File: src/rtl/tictactoe_move_gen_if.sv
// Purpose : move-request / move-strobe bundle between the game and its automatic opponent.
// Latency : n/a (wires only).
// Backpressure: none; turn requests are dropped while the opponent is busy.
// Ports   : turn_req, board[17:0], game_over  (game -> opponent)
//           move_valid, player, position[3:0], busy, no_move  (opponent -> game)
interface tictactoe_move_gen_if;
   logic        turn_req;
   logic [17:0] board;
   logic        game_over;
   logic        move_valid;
   logic        player;
   logic [3:0]  position;
   logic        busy;
   logic        no_move;

   // master: the move generator
   modport master (
      input  turn_req, board, game_over,
      output move_valid, player, position, busy, no_move
   );

   // slave: the game consuming the moves
   modport slave (
      output turn_req, board, game_over,
      input  move_valid, player, position, busy, no_move
   );
endinterface

File: src/rtl/tictactoe_move_gen.sv
// Purpose : automatic tic-tac-toe opponent; snapshots the board, scans win/block/preference, emits one move.
// Latency : move_valid at T2+k (win), T10+k (block), T18+j (preference); no_move at T26 (EN_BLOCK=1).
// Backpressure: none; turn_req while busy is ignored, game_over aborts a search in progress.
// Ports   : clk, reset (async, active-high), mv (master modport: turn_req/board/game_over in,
//           move_valid/player/position/busy/no_move out, all outputs registered).
module tictactoe_move_gen #(
   parameter bit MY_PLAYER = 1'b1,
   parameter bit EN_BLOCK  = 1'b1
) (
   input  logic                   clk,
   input  logic                   reset,
   tictactoe_move_gen_if.master   mv
);

   typedef enum logic [2:0] {
      IDLE, SCAN_WIN, SCAN_BLK, SCAN_PREF, ISSUE, NOMOVE
   } state_t;

   localparam logic [1:0] EMPTY    = 2'b00;
   localparam logic [1:0] OWN_CODE = MY_PLAYER ? 2'b10 : 2'b01;
   localparam logic [1:0] OPP_CODE = MY_PLAYER ? 2'b01 : 2'b10;

   state_t      state;
   logic [17:0] snap;
   logic [3:0]  idx;      // line index k (0..7) or preference index j (0..8)

   // Cell n of line k, n = 0..2.
   function automatic logic [3:0] line_cell(input logic [2:0] k, input logic [1:0] n);
      logic [11:0] cells;
      case (k)
         3'd0:    cells = {4'd0, 4'd1, 4'd2};
         3'd1:    cells = {4'd3, 4'd4, 4'd5};
         3'd2:    cells = {4'd6, 4'd7, 4'd8};
         3'd3:    cells = {4'd0, 4'd3, 4'd6};
         3'd4:    cells = {4'd1, 4'd4, 4'd7};
         3'd5:    cells = {4'd2, 4'd5, 4'd8};
         3'd6:    cells = {4'd0, 4'd4, 4'd8};
         default: cells = {4'd2, 4'd4, 4'd6};
      endcase
      case (n)
         2'd0:    line_cell = cells[11:8];
         2'd1:    line_cell = cells[7:4];
         default: line_cell = cells[3:0];
      endcase
   endfunction

   function automatic logic [3:0] pref_cell(input logic [3:0] j);
      case (j)
         4'd0:    pref_cell = 4'd4;
         4'd1:    pref_cell = 4'd0;
         4'd2:    pref_cell = 4'd2;
         4'd3:    pref_cell = 4'd6;
         4'd4:    pref_cell = 4'd8;
         4'd5:    pref_cell = 4'd1;
         4'd6:    pref_cell = 4'd3;
         4'd7:    pref_cell = 4'd5;
         default: pref_cell = 4'd7;
      endcase
   endfunction

   function automatic logic [1:0] cell_code(input logic [17:0] b, input logic [3:0] c);
      cell_code = b[{c, 1'b0} +: 2];
   endfunction

   logic [3:0] c0, c1, c2, line_pick, pref_pos;
   logic [1:0] v0, v1, v2, scan_code;
   logic       line_hit, pref_hit;

   always_comb begin
      c0        = line_cell(idx[2:0], 2'd0);
      c1        = line_cell(idx[2:0], 2'd1);
      c2        = line_cell(idx[2:0], 2'd2);
      v0        = cell_code(snap, c0);
      v1        = cell_code(snap, c1);
      v2        = cell_code(snap, c2);
      // Win phase looks for our own pairs, block phase for the opponent's.
      scan_code = (state == SCAN_WIN) ? OWN_CODE : OPP_CODE;
      line_hit  = 1'b0;
      line_pick = 4'd0;
      if (v0 == scan_code && v1 == scan_code && v2 == EMPTY) begin
         line_hit  = 1'b1;
         line_pick = c2;
      end else if (v0 == scan_code && v2 == scan_code && v1 == EMPTY) begin
         line_hit  = 1'b1;
         line_pick = c1;
      end else if (v1 == scan_code && v2 == scan_code && v0 == EMPTY) begin
         line_hit  = 1'b1;
         line_pick = c0;
      end
      pref_pos  = pref_cell(idx);
      pref_hit  = (cell_code(snap, pref_pos) == EMPTY);
   end

   always_ff @(posedge clk or posedge reset) begin
      if (reset) begin
         state         <= IDLE;
         snap          <= '0;
         idx           <= '0;
         mv.move_valid <= 1'b0;
         mv.player     <= 1'b0;
         mv.position   <= 4'd0;
         mv.busy       <= 1'b0;
         mv.no_move    <= 1'b0;
      end else begin
         // Strobes are single-cycle; any state that wants them sets them again.
         mv.move_valid <= 1'b0;
         mv.player     <= 1'b0;
         mv.position   <= 4'd0;
         mv.no_move    <= 1'b0;
         case (state)
            IDLE: begin
               if (mv.turn_req && !mv.game_over) begin
                  snap    <= mv.board;
                  idx     <= 4'd0;
                  state   <= SCAN_WIN;
                  mv.busy <= 1'b1;
               end
            end
            SCAN_WIN, SCAN_BLK: begin
               if (mv.game_over) begin
                  state   <= IDLE;
                  mv.busy <= 1'b0;
               end else if (line_hit) begin
                  state         <= ISSUE;
                  mv.move_valid <= 1'b1;
                  mv.player     <= MY_PLAYER;
                  mv.position   <= line_pick;
               end else if (idx == 4'd7) begin
                  idx   <= 4'd0;
                  state <= (state == SCAN_WIN && EN_BLOCK) ? SCAN_BLK : SCAN_PREF;
               end else begin
                  idx <= idx + 4'd1;
               end
            end
            SCAN_PREF: begin
               if (mv.game_over) begin
                  state   <= IDLE;
                  mv.busy <= 1'b0;
               end else if (pref_hit) begin
                  state         <= ISSUE;
                  mv.move_valid <= 1'b1;
                  mv.player     <= MY_PLAYER;
                  mv.position   <= pref_pos;
               end else if (idx == 4'd8) begin
                  state      <= NOMOVE;
                  mv.no_move <= 1'b1;
               end else begin
                  idx <= idx + 4'd1;
               end
            end
            default: begin   // ISSUE, NOMOVE: strobe already on the outputs this cycle
               state   <= IDLE;
               mv.busy <= 1'b0;
            end
         endcase
      end
   end

endmodule
File: src/flat_wrapper.sv
// flat-port wrapper written by rule: the top's interface ports become plain ports
module tictactoe_move_gen_flat 
#(
   parameter bit MY_PLAYER = 1'b1,
   parameter bit EN_BLOCK  = 1'b1
)
  (clk, reset, mv_turn_req, mv_board, mv_game_over, mv_move_valid, mv_player, mv_position, mv_busy, mv_no_move);
  tictactoe_move_gen_if mv_i ();
  input  logic clk;
  input  logic reset;
  input wire logic [$bits(mv_i.turn_req)-1:0] mv_turn_req;
  input wire logic [$bits(mv_i.board)-1:0] mv_board;
  input wire logic [$bits(mv_i.game_over)-1:0] mv_game_over;
  output wire logic [$bits(mv_i.move_valid)-1:0] mv_move_valid;
  output wire logic [$bits(mv_i.player)-1:0] mv_player;
  output wire logic [$bits(mv_i.position)-1:0] mv_position;
  output wire logic [$bits(mv_i.busy)-1:0] mv_busy;
  output wire logic [$bits(mv_i.no_move)-1:0] mv_no_move;
  assign mv_i.turn_req = mv_turn_req;
  assign mv_i.board = mv_board;
  assign mv_i.game_over = mv_game_over;
  assign mv_move_valid = mv_i.move_valid;
  assign mv_player = mv_i.player;
  assign mv_position = mv_i.position;
  assign mv_busy = mv_i.busy;
  assign mv_no_move = mv_i.no_move;
  tictactoe_move_gen #(.MY_PLAYER(MY_PLAYER), .EN_BLOCK(EN_BLOCK)) u_core (.clk(clk), .reset(reset), .mv(mv_i));
endmodule
File: config.mk
export PLATFORM = sky130hd
export DESIGN_NAME = tictactoe_move_gen_flat
export DESIGN_NICKNAME = d
export VERILOG_FILES = /design/src/rtl/tictactoe_move_gen_if.sv /design/src/rtl/tictactoe_move_gen.sv /design/src/flat_wrapper.sv
export SDC_FILE = /design/constraint.sdc
export NUM_CORES = 1
export LEC_CHECK = 0
export ABC_AREA = 1
export CAP_MARGIN = 20
export CORE_MARGIN = 5
export CORE_UTILIZATION = 50
export CTS_CLUSTER_DIAMETER = 200
export CTS_CLUSTER_SIZE = 28
export DETAILED_ROUTE_END_ITERATION = 16
export GPL_TIMING_DRIVEN = 1
export PLACE_DENSITY = 0.74
export SLEW_MARGIN = 20
export SYNTH_ARGS = -nofsm -noshare
export SYNTH_HDL_FRONTEND = slang
export SYNTH_SLANG_ARGS = --single-unit
File: constraint.sdc
create_clock -name clk -period 3.8 [get_ports clk]
set_input_delay 0.95 -clock clk [delete_from_list [all_inputs] [get_ports clk]]
set_output_delay 0.95 -clock clk [all_outputs]
set_load 0.05 [all_outputs]
==> run metrics, run 1 <==
initial core utilization=0.507; Avg WL per Cell=13.2 microns; HPWL Detailed=slightly below 5 mm; share of cells above drive strength 1=0.159; Sum Neg Setup Slack=0 ns; first-pass GRT wire length=around 10 mm; first drt pass iteration count=4; data arrival time of the critical path=approximately 3.2 ns; IO buf count=29; Crit. End Element=flip-flop; Worst VDD drop=between 0.4 and 0.5 mV; die width=slightly above 80 microns; Fin Clk Skew=roughly 0.0076 ns; syn_nets=388; GR Overflow Total=0; final antenna diode count=0; dpl cells=454; area delta synth->final=16.2%; # rows=26; Setup CP Type=flip-flop to flip-flop; Leak Pwr=between 1 and 1.5 nW; worst-path maximum fanout=11; die height=81.3 microns; hold slack=about 0.54 ns; FF+latch count, synth=32; Final Hold Violating Endpoints=0; Mapped Avg Cell Area=a little over 7 sq um; Resize count post-CTS=0; # hold bufs at CTS=0; clock sinks=32; Post-Synthesis Cell Area=approximately 2500 sq um; CTS clk-pin slew, worst paths=0.07 ns; DRC marker count from the first detailed-route iteration=around 250; post-route clock period utilization=0.782; final worst setup slack=around 0.83 ns; Worst slew margin=0.393; total track usage=0.203; pre-CTS WS=0.876 ns; RSZ-0062 raised after global routing=no; largest net degree at the start of global routing=25; Non-Filler Instances=461; antenna violations before repair=0; register area share after synthesis=0.315; clk root buf=clkbuf_8; via count=2420; hold crit path type=flip-flop to flip-flop; drt drc=0; DRT Wirelength=about 6 mm; library cells used by synthesis=34; vias per inst=5.25; CTS Buf Count=5; Slew Limit Fails=0; Final ANT Viol Nets=0; Total Nets Final=419; status=complete, no violations; Post CTS Setup Buffer Count=0; CTS max path bufs=2; Fmax achieved=about 0.34 GHz; CTS tree=yes; Cells after Synth=360; die area=between 6000 and 7000 sq um; vias in the first global route=2175; # IOs=30; Worst-Skew Late Latency=0.29 ns; H-tree Lvls=2; WP data required=between 4 and 5 ns; max-cap viol count=0; PwrDens=about 1000 nW/um^2; core area=5010 sq um; final setup fails=0; RD Place Congestion=between 0.9 and 1; slew at the pin with the worst max-slew slack=roughly 0.91 ns; Critical Path Start Type=flip-flop; Final min period=2.97 ns; Syn. warnings=0
==> per-stage QoR <==
stage          cell area [sq um]  power [mW]   util
5_1_grt                     2950        3.27  0.590
6_report                    2950        2.97  0.590
2_1_floorplan               2540        2.33      -
3_5_place_dp                2870        2.69  0.573
4_1_cts                     2950        2.95  0.590
3_3_place_gp                2870        2.66  0.573
==> cells in the mapped netlist <==
cell / instances / area (sq um)
a21oi_1: 16 / 80.1
a32o_1: 1 / 10.0
and2_1: 1 / 6.26
buf_12: 1 / 20.0
buf_4: 1 / 7.51
buf_6: 2 / 22.5
clkbuf_1: 3 / 11.3
clkinv_1: 1 / 3.75
dfrtp_1: 32 / 801
ha_1: 6 / 75.1
inv_1: 44 / 165
inv_2: 5 / 18.8
mux2_2: 7 / 78.8
nand2_1: 86 / 323
nand2_2: 15 / 93.8
nand2_4: 8 / 90.1
nand2_8: 1 / 20.0
nand3_1: 46 / 230
nand3_2: 4 / 40.0
nand3b_1: 5 / 37.5
nand4_1: 4 / 25.0
nor2_1: 33 / 124
nor2_2: 4 / 25.0
nor2_4: 3 / 33.8
nor3_1: 4 / 20.0
nor3_2: 1 / 10.0
o21ai_0: 10 / 50.1
o21ai_1: 4 / 20.0
o21ai_2: 4 / 35.0
o21bai_1: 1 / 7.51
o311ai_0: 3 / 26.3
o31ai_1: 2 / 15.0
or2_2: 1 / 6.26
xor2_1: 1 / 8.76
==> metal layers <==
| metal | global-route usage | share of wire | routed length, microns | vias to the layer above |
|---|---|---|---|---|
| met2 | 0.291 | 0.44 | 2670 | 81 |
| met1 | 0.297 | 0.48 | 2940 | 1112 |
| met4 | 0.0726 | 0.013 | 82 | 0 |
| met3 | 0.0443 | 0.065 | 398 | 7 |
| met5 | 0 | 0 | 0 | - |
| li1 | - | - | - | 1220 |
==> layout by cell type, fill, tap and decap left out <==
| master | n |
|---|---|
| o21ai_2 | 4 |
| or2_2 | 1 |
| clkinv_1 | 1 |
| o21ai_1 | 4 |
| o311ai_0 | 3 |
| nor2_1 | 33 |
| nand2_4 | 8 |
| ha_1 | 6 |
| nand3_2 | 4 |
| dfrtp_1 | 32 |
| a21oi_1 | 16 |
| nor3_1 | 4 |
| nor2_4 | 3 |
| nor3_2 | 1 |
| clkinvlp_4 | 1 |
| nand3b_1 | 5 |
| nor2_2 | 4 |
| o21bai_1 | 1 |
| clkbuf_8 | 5 |
| a32o_1 | 1 |
| nand3_1 | 46 |
| nand2_8 | 1 |
| mux2_2 | 7 |
| nand2_2 | 15 |
| and2_1 | 1 |
| clkinv_2 | 1 |
| nand2_1 | 86 |
| nand4_1 | 4 |
| o31ai_1 | 2 |
| o21ai_0 | 10 |
| inv_2 | 5 |
| xor2_1 | 1 |
| inv_1 | 44 |
| clkdlybuf4s50_1 | 29 |
| buf_4 | 2 |
==> logic make-up (layout without fill, tap and decap cells) <==
family	after synthesis	count (layout)	synth area share
buffers and inverters	57	88	0.0980
adder cells (fa/ha/maj)	6	6	0.0295
AO/OA/AOI/OAI	41	41	0.0960
AND/OR/NAND/NOR	216	216	0.427
XOR/XNOR	1	1	0.00345
flip-flops	32	32	0.315
multiplexers	7	7	0.0310
==> report_power, final <==
group          switching, mW  internal, mW
clock                  0.129         0.124
sequential             0.140         0.468
combinational           1.40         0.707
==> critical path, stage by stage (launching register included) <==
cell	delay (ns)
dfrtp_1	0.46
inv_1	0.12
ha_1	0.27
nor2_2	0.26
nand3_2	0.32
nand2_1	0.22
inv_1	0.10
nand2_1	0.08
nand3_1	0.09
nand2_2	0.08
nand2_1	0.06
nor2_2	0.12
nand2_2	0.08
nor2_4	0.18
nor2_4	0.07
nand2_4	0.08
nand2_2	0.07
inv_2	0.07
nand2_1	0.06
o21ai_2	0.12
==> state kept, by name, summed over array words and instances (netlist names) <==
name	count
u_core.mv.busy	1
u_core.state	3
u_core.mv.no_move	1
u_core.mv.position	4
u_core.snap	18
u_core.mv.move_valid	1
u_core.idx	4
==> path summary, 6_finish.rpt <==
path,slack (ns),depth (start not counted),to,from
min in group asynchronous,1.16,2,u_core.snap[0]$_DFFE_PP0P_,reset
worst max-delay path,0.83,19,u_core.mv.position[1]$_DFF_PP0_,u_core.idx[1]$_DFFE_PP0P_
worst min-delay path,0.54,2,u_core.snap[17]$_DFFE_PP0P_,u_core.snap[17]$_DFFE_PP0P_
worst min register to register,0.54,2,u_core.snap[17]$_DFFE_PP0P_,u_core.snap[17]$_DFFE_PP0P_
max in group asynchronous,1.97,3,u_core.snap[15]$_DFFE_PP0P_,reset
worst max register to register,0.83,19,u_core.mv.position[1]$_DFF_PP0_,u_core.idx[1]$_DFFE_PP0P_
==> layout make-up <==
class / count / area (sq um)
clock inverters: 2 / 12.5
flip-flops and latches: 32 / 801
clock buffers: 5 / 68.8
multi-input cells: 271 / 1490
inverters: 50 / 188
well taps: 70 / 87.6
fillers: 482 / 2060
repair buffers: 31 / 305
No activity file was read; power rests on OpenSTA's default activity.
==> run 2, diff against run 1 <==
- PLACE_DENSITY: 0.74 -> 0.76
- clock period: 3.8 -> 2.6 ns (I/O delays scaled with it)
==> run metrics, run 2 (synthesized netlist as in run 1, its figures left out) <==
core area=roughly 5000 sq um; Leak Pwr=around 1.7 nW; vias per inst=5.41; HPWL Detailed=between 5 and 6 mm; DRT Wirelength=between 7 and 8 mm; hold crit path type=flip-flop to flip-flop; dpl cells=approximately 470; Crit. End Element=flip-flop; share of cells above drive strength 1=0.291; WP buf/inv=1; largest net degree at the start of global routing=33; RSZ-0062 raised after global routing=yes; H-tree Lvls=2; DRC marker count from the first detailed-route iteration=approximately 290; Worst path max stage delay=0.49 ns; data arrival time of the critical path=around 2.8 ns; die area=6610 sq um; worst reg2reg setup slack=about 0.0066 ns; clk root buf=clkbuf_8; WP data required=2.79 ns; worst-path maximum fanout=6; first-pass GRT wire length=~11 mm; Slew Limit Fails=0; top flop regs=u_core.snap x18, u_core.idx x4, u_core.mv.position x4; Largest register FFs=18; CTS tree=yes; die height=just over 80 microns; slowest CP cell=dfrtp_2; met3 GRT Util=0.0477; Non-Filler Instances=493; WHS Path Cells=2; CTS max path bufs=2; Worst-Skew Late Latency=slightly below 0.3 ns; post-route clock period utilization=0.997; Worst slew margin=0.660; commonest cells after routing, fill and taps aside=nand2_1 (84), inv_1 (40), nand3_1 (38); max-cap viol count=0; Worst path depth=19; Fill cells=~410; hold path start=u_core.state[0]$_DFFE_PP0P_; clock sinks=32; # rows=26; final antenna diode count=0; Final min period=2.59 ns; vias in the first global route=between 2000 and 2500; area delta synth->final=35.4%; most frequent cell on the critical path=nand2_1; die width=a little over 80 microns; via count=2669; crit path cell chain=ha_4, ha_2, a21oi_4, nand2_4, nand2_4, nand2_1, nand3_1, nand2_1, nand2_1, nand2_1, nand2_1, nand3_2, nor2_4, nor2_4, buf_4, nand4_1, nand3_1, nand2_1, nand2_1; PwrDens=roughly 1600 nW/um^2; most common cell after layout, fill and taps aside=nand2_1; met1 Use GR=0.292; Final Hold Violating Endpoints=0; CTS clk-pin slew, worst paths=roughly 0.070 ns; first drt pass iteration count=5; total track usage=0.211; Avg WL per Cell=14.5 microns; # IOs=30; Util after Layout=0.687; Worst VDD drop=approximately 0.68 mV; RD Place Congestion=approximately 1.0; CTS Buf Count=5; initial core utilization=0.507; Most Crowded Layer GR=met2; # hold bufs at CTS=0; antenna violations before repair=0; Top reg by flops=u_core.snap; Crit Reg-Reg Startpoint=u_core.idx[1]$_DFFE_PP0P_; WHS Endpoint=u_core.state[0]$_DFFE_PP0P_; Worst Reg-to-Reg Cells=19; Total Nets Final=450; Fin Clk Skew=between 0.005 and 0.006 ns; met2 Use GR=0.314; status=complete, no violations; Reg2Reg Capture Point=u_core.state[0]$_DFFE_PP0P_; CP delay by family, top=simple AND/OR/NAND/NOR gates; drt drc=0; Final ANT Viol Nets=0; Setup CP Type=flip-flop to flip-flop; Critical Path Start Type=flip-flop; GR Overflow Total=0; slew at the pin with the worst max-slew slack=about 0.5 ns; final setup fails=0; IO buf count=29; Fmax achieved=just under 0.4 GHz
## run 2: cell count changes in the layout (fill, tap and decap cells not counted), sizes merged
cell	delta
buf	+28
nand2	+2
bufinv	+1
clkbuf	+1
clkinv	-1
inv	+1
## run 2: timing repair
action,CTS,global route
pin swaps,0,16
setup endpoints to repair,4,12
gates cloned,0,3
buffers inserted,0,11
gates resized for setup,3,48
## run 2: power breakdown
group          internal [mW]  switching, mW
clock network          0.283          0.203
registers              0.685          0.196
logic                   1.57           2.45
## run 2: area by class of cell
cell class                 count  area [sq um]  area share
clock buffer                   5          68.8      0.0200
inverter                      50           193      0.0560
timing repair buffer          60           561       0.163
multi-input combinational    273          1690       0.490
tap                           70          87.6      0.0255
clock inverter                 3          42.5      0.0124
sequential                    32           803       0.233
## run 2: worst min-delay path, stage by stage (launching register included)
cell	delay, ns
dfrtp_1	0.39
nand2_1	0.07
nand2_1	0.06
## run 2: per-stage QoR
stage	power (mW)	hold WS [ns]	setup slack (ns)	TNS [ns]	cell area (sq um)
after floorplan	3.40	0.494	0.284	0	2540
after global placement	4.14	0.518	0.0425	0	3010
after detailed placement	4.19	0.527	-0.0193	-0.0317	3010
after CTS	4.71	0.542	0.00700	0	3130
after global routing	5.83	0.590	-0.143	-0.626	3440
final	5.39	0.544	0.00663	0	3440
## run 2: worst max-delay path by stage
stage | start | end
after floorplan | u_core.idx[1]$_DFFE_PP0P_ | u_core.state[0]$_DFFE_PP0P_
after global placement | u_core.idx[0]$_DFFE_PP0P_ | u_core.mv.position[1]$_DFF_PP0_
after detailed placement | u_core.idx[1]$_DFFE_PP0P_ | u_core.state[0]$_DFFE_PP0P_
after CTS | u_core.idx[0]$_DFFE_PP0P_ | u_core.state[0]$_DFFE_PP0P_
after global routing | u_core.idx[1]$_DFFE_PP0P_ | u_core.state[0]$_DFFE_PP0P_
final | u_core.idx[1]$_DFFE_PP0P_ | u_core.state[0]$_DFFE_PP0P_
## run 2: metal layers
| layer | part of all wire | wire length, microns | vias up |
|---|---|---|---|
| met2 | 0.46 | 3260 | 132 |
| met4 | 0.034 | 240 | 0 |
| met5 | 0 | 0 | - |
| met1 | 0.43 | 3040 | 1225 |
| met3 | 0.083 | 594 | 24 |
| li1 | - | - | 1288 |
==> run 3, diff against run 2 <==
- TNS_END_PERCENT: not set -> 30
==> results of run 3 <==
Same layout as run 2: the final DEF is identical, and so are final timing and power.
